## src/rtl/blk_frame_sequencer.sv

```systemverilog
// Frame sequencer for the falling-tile datapath. Each frame tick it erases every slot,
// steps the coordinate counters, optionally spawns into the next slot, then redraws.
module blk_frame_sequencer #(
  parameter int unsigned NUM_BLK      = 10,
  parameter int unsigned TILE         = 20,
  parameter int unsigned FRAME_TICKS  = 833333,
  parameter int unsigned SPAWN_FRAMES = 15
) (
  input  logic               clock,
  input  logic               reset,
  input  logic               start,
  input  logic               halt,
  input  logic [1:0]         dir,
  output logic [1:0]         dir_q,
  output logic               move_en,
  output logic               capture,
  output logic [NUM_BLK-1:0] ld_blk,
  output logic [3:0]         slot_sel,
  output logic [4:0]         off_x,
  output logic [4:0]         off_y,
  output logic               erase,
  output logic               plot,
  output logic               busy,
  output logic               overrun
);

  localparam int unsigned FCW = (FRAME_TICKS > 1) ? $clog2(FRAME_TICKS) : 1;
  localparam int unsigned SCW = (SPAWN_FRAMES > 1) ? $clog2(SPAWN_FRAMES) : 1;
  localparam logic [FCW-1:0] FRAME_LAST = FCW'(FRAME_TICKS - 1);
  localparam logic [SCW-1:0] SPAWN_LAST = SCW'(SPAWN_FRAMES - 1);
  localparam logic [4:0]     TILE_LAST  = 5'(TILE - 1);
  localparam logic [3:0]     SLOT_LAST  = 4'(NUM_BLK - 1);

  typedef enum logic [2:0] {
    StIdle, StWait, StErase, StMove, StSpawnCap, StSpawnWait, StSpawnLoad, StDraw
  } state_e;

  state_e             state_q, state_d;
  logic [FCW-1:0]     frame_cnt_q, frame_cnt_d;
  logic               pending_q, pending_d;
  logic [SCW-1:0]     spawn_cnt_q, spawn_cnt_d;
  logic [3:0]         ptr_q, ptr_d;
  logic               hold_q, hold_d;
  logic [3:0]         slot_q, slot_d;
  logic [4:0]         offx_q, offx_d;
  logic [4:0]         offy_q, offy_d;
  logic [1:0]         dir_lat_q, dir_lat_d;
  logic               plot_q, plot_d;
  logic               erase_q, erase_d;
  logic               move_en_q, move_en_d;
  logic               capture_q, capture_d;
  logic [NUM_BLK-1:0] ld_blk_q, ld_blk_d;

  logic tick;
  logic scan_last;
  logic consume;
  logic spawn_now;

  always_comb begin
    tick      = (state_q != StIdle) && (frame_cnt_q == FRAME_LAST);
    scan_last = (slot_q == SLOT_LAST) && (offy_q == TILE_LAST) && (offx_q == TILE_LAST);
    consume   = (state_q == StWait) && (pending_q || tick);
    spawn_now = (spawn_cnt_q == SPAWN_LAST);
  end

  // Next-state decode
  always_comb begin
    state_d = state_q;
    unique case (state_q)
      StIdle:      if (start) state_d = StWait;
      StWait:      if (consume) state_d = StErase;
      StErase:     if (scan_last) state_d = StMove;
      StMove:      state_d = spawn_now ? StSpawnCap : StDraw;
      StSpawnCap:  state_d = StSpawnWait;
      StSpawnWait: if (hold_q) state_d = StSpawnLoad;
      StSpawnLoad: state_d = StDraw;
      StDraw:      if (scan_last) state_d = halt ? StIdle : StWait;
      default:     state_d = StIdle;
    endcase
  end

  // Frame timing: counter, pending tick and dropped-tick detection
  always_comb begin
    frame_cnt_d = frame_cnt_q;
    pending_d   = pending_q;
    if (state_q == StIdle || state_d == StIdle) begin
      frame_cnt_d = '0;
      pending_d   = 1'b0;
    end else begin
      frame_cnt_d = tick ? '0 : frame_cnt_q + FCW'(1);
      if (consume) begin
        // A tick landing on the consuming cycle re-arms rather than being dropped.
        pending_d = pending_q && tick;
      end else if (tick) begin
        pending_d = 1'b1;
      end
    end
  end

  assign overrun = tick && pending_q && (state_q != StWait);

  // Scan position, spawn bookkeeping and direction latch
  always_comb begin
    slot_d      = slot_q;
    offx_d      = offx_q;
    offy_d      = offy_q;
    spawn_cnt_d = spawn_cnt_q;
    ptr_d       = ptr_q;
    hold_d      = (state_q == StSpawnWait) && !hold_q;
    dir_lat_d   = dir_lat_q;
    if (consume) begin
      slot_d    = '0;
      offx_d    = '0;
      offy_d    = '0;
      dir_lat_d = dir;
    end else if (state_q == StErase || state_q == StDraw) begin
      // Full wrap on the last pixel leaves the scan at zero for the next pass.
      if (offx_q == TILE_LAST) begin
        offx_d = '0;
        if (offy_q == TILE_LAST) begin
          offy_d = '0;
          slot_d = (slot_q == SLOT_LAST) ? 4'd0 : slot_q + 4'd1;
        end else begin
          offy_d = offy_q + 5'd1;
        end
      end else begin
        offx_d = offx_q + 5'd1;
      end
    end
    if (state_q == StMove) begin
      spawn_cnt_d = spawn_now ? '0 : spawn_cnt_q + SCW'(1);
    end
    if (state_q == StSpawnLoad) begin
      ptr_d = (ptr_q == SLOT_LAST) ? 4'd0 : ptr_q + 4'd1;
    end
  end

  // Strobes are registered from the next state so they align with the state they belong to.
  always_comb begin
    plot_d    = (state_d == StErase) || (state_d == StDraw);
    erase_d   = (state_d == StErase);
    move_en_d = (state_d == StMove);
    capture_d = (state_d == StSpawnCap);
    ld_blk_d  = (state_d == StSpawnLoad) ? (NUM_BLK'(1) << ptr_q) : '0;
  end

  always_ff @(posedge clock) begin
    if (!reset) begin
      state_q     <= StIdle;
      frame_cnt_q <= '0;
      pending_q   <= 1'b0;
      spawn_cnt_q <= '0;
      ptr_q       <= '0;
      hold_q      <= 1'b0;
      slot_q      <= '0;
      offx_q      <= '0;
      offy_q      <= '0;
      dir_lat_q   <= '0;
      plot_q      <= 1'b0;
      erase_q     <= 1'b0;
      move_en_q   <= 1'b0;
      capture_q   <= 1'b0;
      ld_blk_q    <= '0;
    end else begin
      state_q     <= state_d;
      frame_cnt_q <= frame_cnt_d;
      pending_q   <= pending_d;
      spawn_cnt_q <= spawn_cnt_d;
      ptr_q       <= ptr_d;
      hold_q      <= hold_d;
      slot_q      <= slot_d;
      offx_q      <= offx_d;
      offy_q      <= offy_d;
      dir_lat_q   <= dir_lat_d;
      plot_q      <= plot_d;
      erase_q     <= erase_d;
      move_en_q   <= move_en_d;
      capture_q   <= capture_d;
      ld_blk_q    <= ld_blk_d;
    end
  end

  assign dir_q    = dir_lat_q;
  assign move_en  = move_en_q;
  assign capture  = capture_q;
  assign ld_blk   = ld_blk_q;
  assign slot_sel = slot_q;
  assign off_x    = offx_q;
  assign off_y    = offy_q;
  assign erase    = erase_q;
  assign plot     = plot_q;
  assign busy     = (state_q != StIdle) && (state_q != StWait);

endmodule

```

## config.mk

```make
export PLATFORM = sky130hd
export DESIGN_NAME = blk_frame_sequencer
export DESIGN_NICKNAME = d
export VERILOG_FILES = /design/src/rtl/blk_frame_sequencer.sv
export SDC_FILE = /design/constraint.sdc
export NUM_CORES = 1
export LEC_CHECK = 0
export CAP_MARGIN = 0
export CORE_MARGIN = 8
export CORE_UTILIZATION = 41
export CTS_CLUSTER_DIAMETER = 50
export DETAILED_ROUTE_END_ITERATION = 10
export GPL_ROUTABILITY_DRIVEN = 0
export PLACE_DENSITY = 0.64
export REMOVE_ABC_BUFFERS = 1
export SETUP_SLACK_MARGIN = 0.05
export SLEW_MARGIN = 20
export SYNTH_ARGS = -nofsm -noshare
export SYNTH_HDL_FRONTEND = slang
export SYNTH_SLANG_ARGS = --single-unit
export TNS_END_PERCENT = 5
```

## constraint.sdc

```tcl
create_clock -name clock -period 2.5 [get_ports clock]
set_input_delay 0.75 -clock clock [delete_from_list [all_inputs] [get_ports clock]]
set_output_delay 0.75 -clock clock [all_outputs]
set_load 0.01 [all_outputs]
```

==> results.cfg, run 1 <==
[timing]
period_needed_ps = 2532
finClkSkew_ps = 6.472
max_freq_mhz = 394.9
slew_headroom_pct = 50.24
finalHoldViolCount = 0
finalCritPeriodShare_pct = 101.3
setup_viol = 1
maxSlewViolCount = 0
worst_slew_pin_slew_ps = 741.5
worst_slack_ps = -32.26
grt_setup_unrepaired = yes

[synthesis]
syn_avg_cell_area_um2 = 9.219
ys.flop_type = dfxtp_1
syn_area_um2 = 3033
synth_edf_count = 0
yosys.area.top_type = dfxtp_1
ys_top_cells_by_area = dfxtp_1 (42%), nor3_2 (5.6%), xor2_1 (5.2%)
syn_inst = 329
synth_cell_types = 56
ys_seq_elements = 63
synth_common_cells = dfxtp_1 (63), nor2_1 (26), a21oi_1 (18), nand3_1 (18), xor2_1 (18)
yosysMostFrequentCell = dfxtp_1
ys_warn_count = 0
synth-seq-area-share_pct = 41.58
synth-async-reset-ratio_pct = 0
synth_top_area_share_pct = 41.58

[critical_path]
end_kind = primary output
endpoint = overrun
r2r_cells = 8
critPathKind = reg -> out
reg2reg_slack_ps = 290
cp.arrival_ps = 1780
worst_ep_required_time_ps = 1750
startpoint = frame_cnt_q[1]
crit_fanout = 2
crit_path_start_kind = register
r2r_end = frame_cnt_q[15]
reg2reg_from = off_y[0]

[power_and_ir_drop]
power_density_nw_per_um2 = 531.2
p_leak_nw = 1.347
vdd_ir_drop_max_mv = 0.3649
power_mw = 2.125

[layout]
nFillCells = 675
utilization_pct = 55.45
area_delta_synth_final_pct = 31.89
drive_above_1_share_pct = 23.19
finalNonFillerCells = 500
multiInputGateArea_um2 = 1710
antenna_cells = 0
stdcell_area_um2 = 4000
final_nets = 406
seq_area_um2 = 1265

[drt]
vias = 2541
drtIter0Drc = 100
wl_um = 6666
detail_route.first_pass.iterations = 4
wire_per_inst_um = 13.33
drc = 0
ant_nets = 0
viasPerCell = 5.082

[clocking]
cts.path.max_buffers = 2
clock_latency_ps = 330
cts_tree = done
holdBufCountCts = 0
cts-buffers-inserted = 9
cts-root-buf = clkbuf_8
h-tree-depth = 3
cts.sinks = 63
clk_pin_slew_ps = 70

[floorplanning]
die_w_um = 102.0
core_um2 = 7214
start_util_pct = 42.04
rows = 31
ios = 38
die_area_um2 = 10410
fp.dieH_um = 102.0

[grt]
grt_max_degree = 22
grt_use_met1_pct = 17.68
grt_pass1_vias = 2384
grt_use_met3_pct = 4.223
grt-busiest-layer = met2
grt_usage_pct = 13.66
antenna_found_initial = 0
grt_pass1_wl_um = 11320
grt_overflow = 0
use_met2_pct = 21.34

[outcome]
violations = setup timing
outcome = finished with violations

[placement]
post-place-cells = 482
hpwl_um = 4908
place_area_um2 = 3700
numPortBuffers = 37

[worst_hold_path]
hold_class = reg -> reg

[flow_run]
drv_cap = 0
-- cells in the final DEF (no fill, tap or decap), types with 3 or more instances in the layout --
cell	synthesis	final
dfxtp_2	0	3
nor2b_1	4	4
or3_1	3	3
ha_1	4	3
nand3b_1	3	3
or2_2	3	3
o21ai_0	12	12
xnor2_1	11	11
nor3_2	17	18
a21oi_1	18	18
a211oi_1	3	3
mux2i_1	4	4
nor3b_1	5	5
nor2_1	26	26
clkbuf_8	0	10
buf_4	2	33
nand3_1	18	18
and3_1	7	7
nor4_1	9	9
clkdlybuf4s50_1	0	36
nand2_1	15	15
dfxtp_1	63	60
nand4_1	10	10
xor2_1	18	18
inv_1	10	8
nor3_1	13	12
nand2b_1	3	3
-- metrics by stage --
step	hold WS, ps	setup slack [ps]	TNS (ps)
2_1_floorplan	437.4	-382.6	-6952
3_3_place_gp	458.0	-146.2	-146.2
3_5_place_dp	475.2	-170.4	-170.4
4_1_cts	493.0	-15.36	-15.36
5_1_grt	517.3	-122.7	-122.7
6_report	488.3	-32.26	-32.26
-- critical path, cell delays in order, from the launching register on --
cell and delay, ps:
dfxtp_2 330, inv_2 60, ha_4 120, nor4bb_4 190, nand4b_1 180, nor3_2 220
and3_1 200, buf_2 140
-- cells by family after synthesis --
| family | after synthesis | synth area share [%] |
|---|---|---|
| buffers and inverters | 25 | 4.167 |
| AND/OR/NAND/NOR | 157 | 33.21 |
| XOR/XNOR | 29 | 8.374 |
| adder cells (fa/ha/maj) | 4 | 1.650 |
| flip-flops | 63 | 41.58 |
| multiplexers | 4 | 1.320 |
| AO/OA/AOI/OAI | 47 | 9.695 |
-- where the power goes --
part | switching (mW) | total, mW | internal (mW)
Combinational | 0.0718 | 0.116 | 0.0439
Clock | 0.408 | 1.00 | 0.593
Sequential | 0.00241 | 1.01 | 1.01
Total | 0.482 | 2.12 | 1.64
-- registers in the layout, summed over array words and instances, names as in the netlist, 2 cells and up --
signal       count
dir_q            2
frame_cnt_q     20
ld_blk          10
off_x            5
off_y            5
ptr_q            4
slot_sel         4
spawn_cnt_q      4
state_q          3
-- metal layers --
layer | routed length [um] | vias to the layer above
li1 | - | 1317
met1 | 3348 | 1162
met2 | 2875 | 55
met3 | 377 | 7
met4 | 65 | 0
met5 | 0 | -
-- layout make-up --
type | count | area share (%)
Clock buffer | 10 | 3.441
Inverter | 10 | 0.9384
Sequential cell | 63 | 31.62
Clock inverter | 6 | 2.315
Timing Repair Buffer | 71 | 15.83
Multi-Input combinational cell | 241 | 42.76
Tap cell | 99 | 3.097
-- worst min path at each step --
stage                 from     end  slack [ps]  cells after the start
global placement    hold_q  hold_q         460                      1
floorplan           hold_q  hold_q         440                      1
detailed placement  hold_q  hold_q         480                      1
finish              hold_q  hold_q         490                      1
CTS                 hold_q  hold_q         490                      1
global route        hold_q  hold_q         520                      1
-- what timing repair did --
item | CTS | global route
pin swaps | 2 | 3
setup buffers | 1 | 1
endpoints found under the setup margin | 1 | 2
gates resized for setup | 10 | 8
gates cloned | 0 | 0
Note: power is estimated with default switching activity, not from simulation.
==> run 2: changes to the inputs <==
--- a/config.mk
+++ b/config.mk
@@ -11,7 +11,6 @@
 export CTS_CLUSTER_DIAMETER = 50
 export DETAILED_ROUTE_END_ITERATION = 10
 export GPL_ROUTABILITY_DRIVEN = 0
-export PLACE_DENSITY = 0.64
 export REMOVE_ABC_BUFFERS = 1
 export SETUP_SLACK_MARGIN = 0.05
 export SLEW_MARGIN = 20
==> results.cfg, run 2 (same netlist as run 1, synthesis figures left out) <==
[critical_path]
cp_cell_sequence = inv_2 > ha_4 > nor4bb_4 > nand4b_1 > nor3_2 > and3_1 > buf_6
crit_fanout = 2
worst_ep_required_time_ps = 1750
reg2reg_from = off_x[0]
crit_path_start_kind = register
r2r_cells = 6
cp.arrival_ps = 1730
endpoint = overrun
critPathKind = reg -> out
startpoint = frame_cnt_q[1]
reg2reg_slack_ps = 230
cp_slowest_stage_delay_ps = 330
end_kind = primary output
cpMaxStageDelayCell = dfxtp_2
r2r_end = move_en

[layout]
largest_register = frame_cnt_q
drive_above_1_share_pct = 23.46
area_delta_synth_final_pct = 32.05
mostFrequentLayoutCell = dfxtp_1
seq_area_um2 = 1264
antenna_cells = 0
multiInputGateArea_um2 = 1708
nFillCells = 666
final_nets = 411
largest_register_ffs = 20
utilization_pct = 55.52
finalNonFillerCells = 504
stdcell_area_um2 = 4005
most-common-layout-cells = dfxtp_1 (61), buf_4 (38), clkdlybuf4s50_1 (35), nor2_1 (26)

[timing]
whs_ps = 487.6
slew_headroom_pct = 46.45
grt_setup_unrepaired = yes
fin_setup_tns_ps = 0
period_needed_ps = 2481
setup_viol = 0
finalCritPeriodShare_pct = 99.24
finalHoldViolCount = 0
worst_slack_ps = 18.96
max_freq_mhz = 403.1
worst_slew_pin_slew_ps = 797.9
maxSlewViolCount = 0
finClkSkew_ps = 4.799

[worst_hold_path]
hold_class = reg -> reg
min_path_cells = 1

[floorplanning]
fp.dieH_um = 102.0
die_area_um2 = 10410
rows = 31
die_w_um = 102.0
core_um2 = 7214
ios = 38
start_util_pct = 42.04

[power_and_ir_drop]
p_leak_nw = 1.375
vdd_ir_drop_max_mv = 0.4220
power_mw = 1.993
power_density_nw_per_um2 = 497.6

[drt]
ant_nets = 0
wl_um = 7051
drtIter0Drc = 109
vias = 2593
wire_per_inst_um = 13.99
drc = 0
viasPerCell = 5.145
detail_route.first_pass.iterations = 4

[placement]
place_ws_ps = -177.6
numPortBuffers = 37
hpwl_um = 5021
place_area_um2 = 3700
post-place-cells = 482

[grt]
grt_usage_pct = 14.17
grt_pass1_wl_um = 11570
grt_pass1_vias = 2414
grt_max_degree = 22
grt_overflow = 0
antenna_found_initial = 0

[clocking]
holdBufCountCts = 0
h-tree-depth = 3
cts.sinks = 63
clock_latency_ps = 340
cts-root-buf = clkbuf_8
cts_tree = done
clk_pin_slew_ps = 60
cts.path.max_buffers = 2
cts-buffers-inserted = 9

[flow_run]
drv_cap = 0

[outcome]
outcome = completed
==> run 2: area by class of cell <==
cell class	count	share of cell area [%]
clock buffer	11	3.780
sequential	63	31.55
multi-input combinational	241	42.64
clock inverter	4	1.125
inverter	10	0.9372
timing repair buffer	76	16.87
tap	99	3.093
==> run 2: worst max-delay path, delay by kind of cell, from the launching register on <==
family | cells | cell delay (ps)
adders and majority gates | 1 | 120
buffers and inverters | 2 | 170
DFF | 1 | 330
and+or+nand+nor | 4 | 780
==> run 2: metal layers <==
| layer | routed length (um) | share of wire [%] | vias to the layer above | global-route usage, % |
|---|---|---|---|---|
| met3 | 352 | 5.0 | 8 | 5.041 |
| met4 | 87 | 1.2 | 0 | 5.305 |
| met5 | 0 | 0 | - | 0 |
| met2 | 3221 | 46 | 33 | 22.54 |
| met1 | 3389 | 48 | 1226 | 17.10 |
| li1 | - | - | 1326 | - |
==> run 2: how the worst min path moves through the flow <==
| stage | startpoint | end | slack [ps] |
|---|---|---|---|
| 6_report | hold_q | hold_q | 490 |
| 5_1_grt | hold_q | hold_q | 510 |
| 4_1_cts | hold_q | hold_q | 480 |
| 3_5_place_dp | hold_q | hold_q | 470 |
| 3_3_place_gp | hold_q | hold_q | 460 |
| 2_1_floorplan | hold_q | hold_q | 440 |
==> run 2: repair_timing <==
action | in CTS | in global routing
hold endpoints to repair | 0 | 0
buffers inserted | 7 | 0
pin swaps | 3 | 0
setup endpoints to repair | 2 | 1
resized for setup | 17 | 1
==> run 2: power breakdown <==
group	switching [mW]	internal [mW]	leakage [nW]	total (mW)
Clock	0.369	0.503	0.105	0.873
Sequential	0.00278	1.01	0.508	1.01
Combinational	0.0700	0.0410	0.762	0.111
Total	0.442	1.55	1.38	1.99
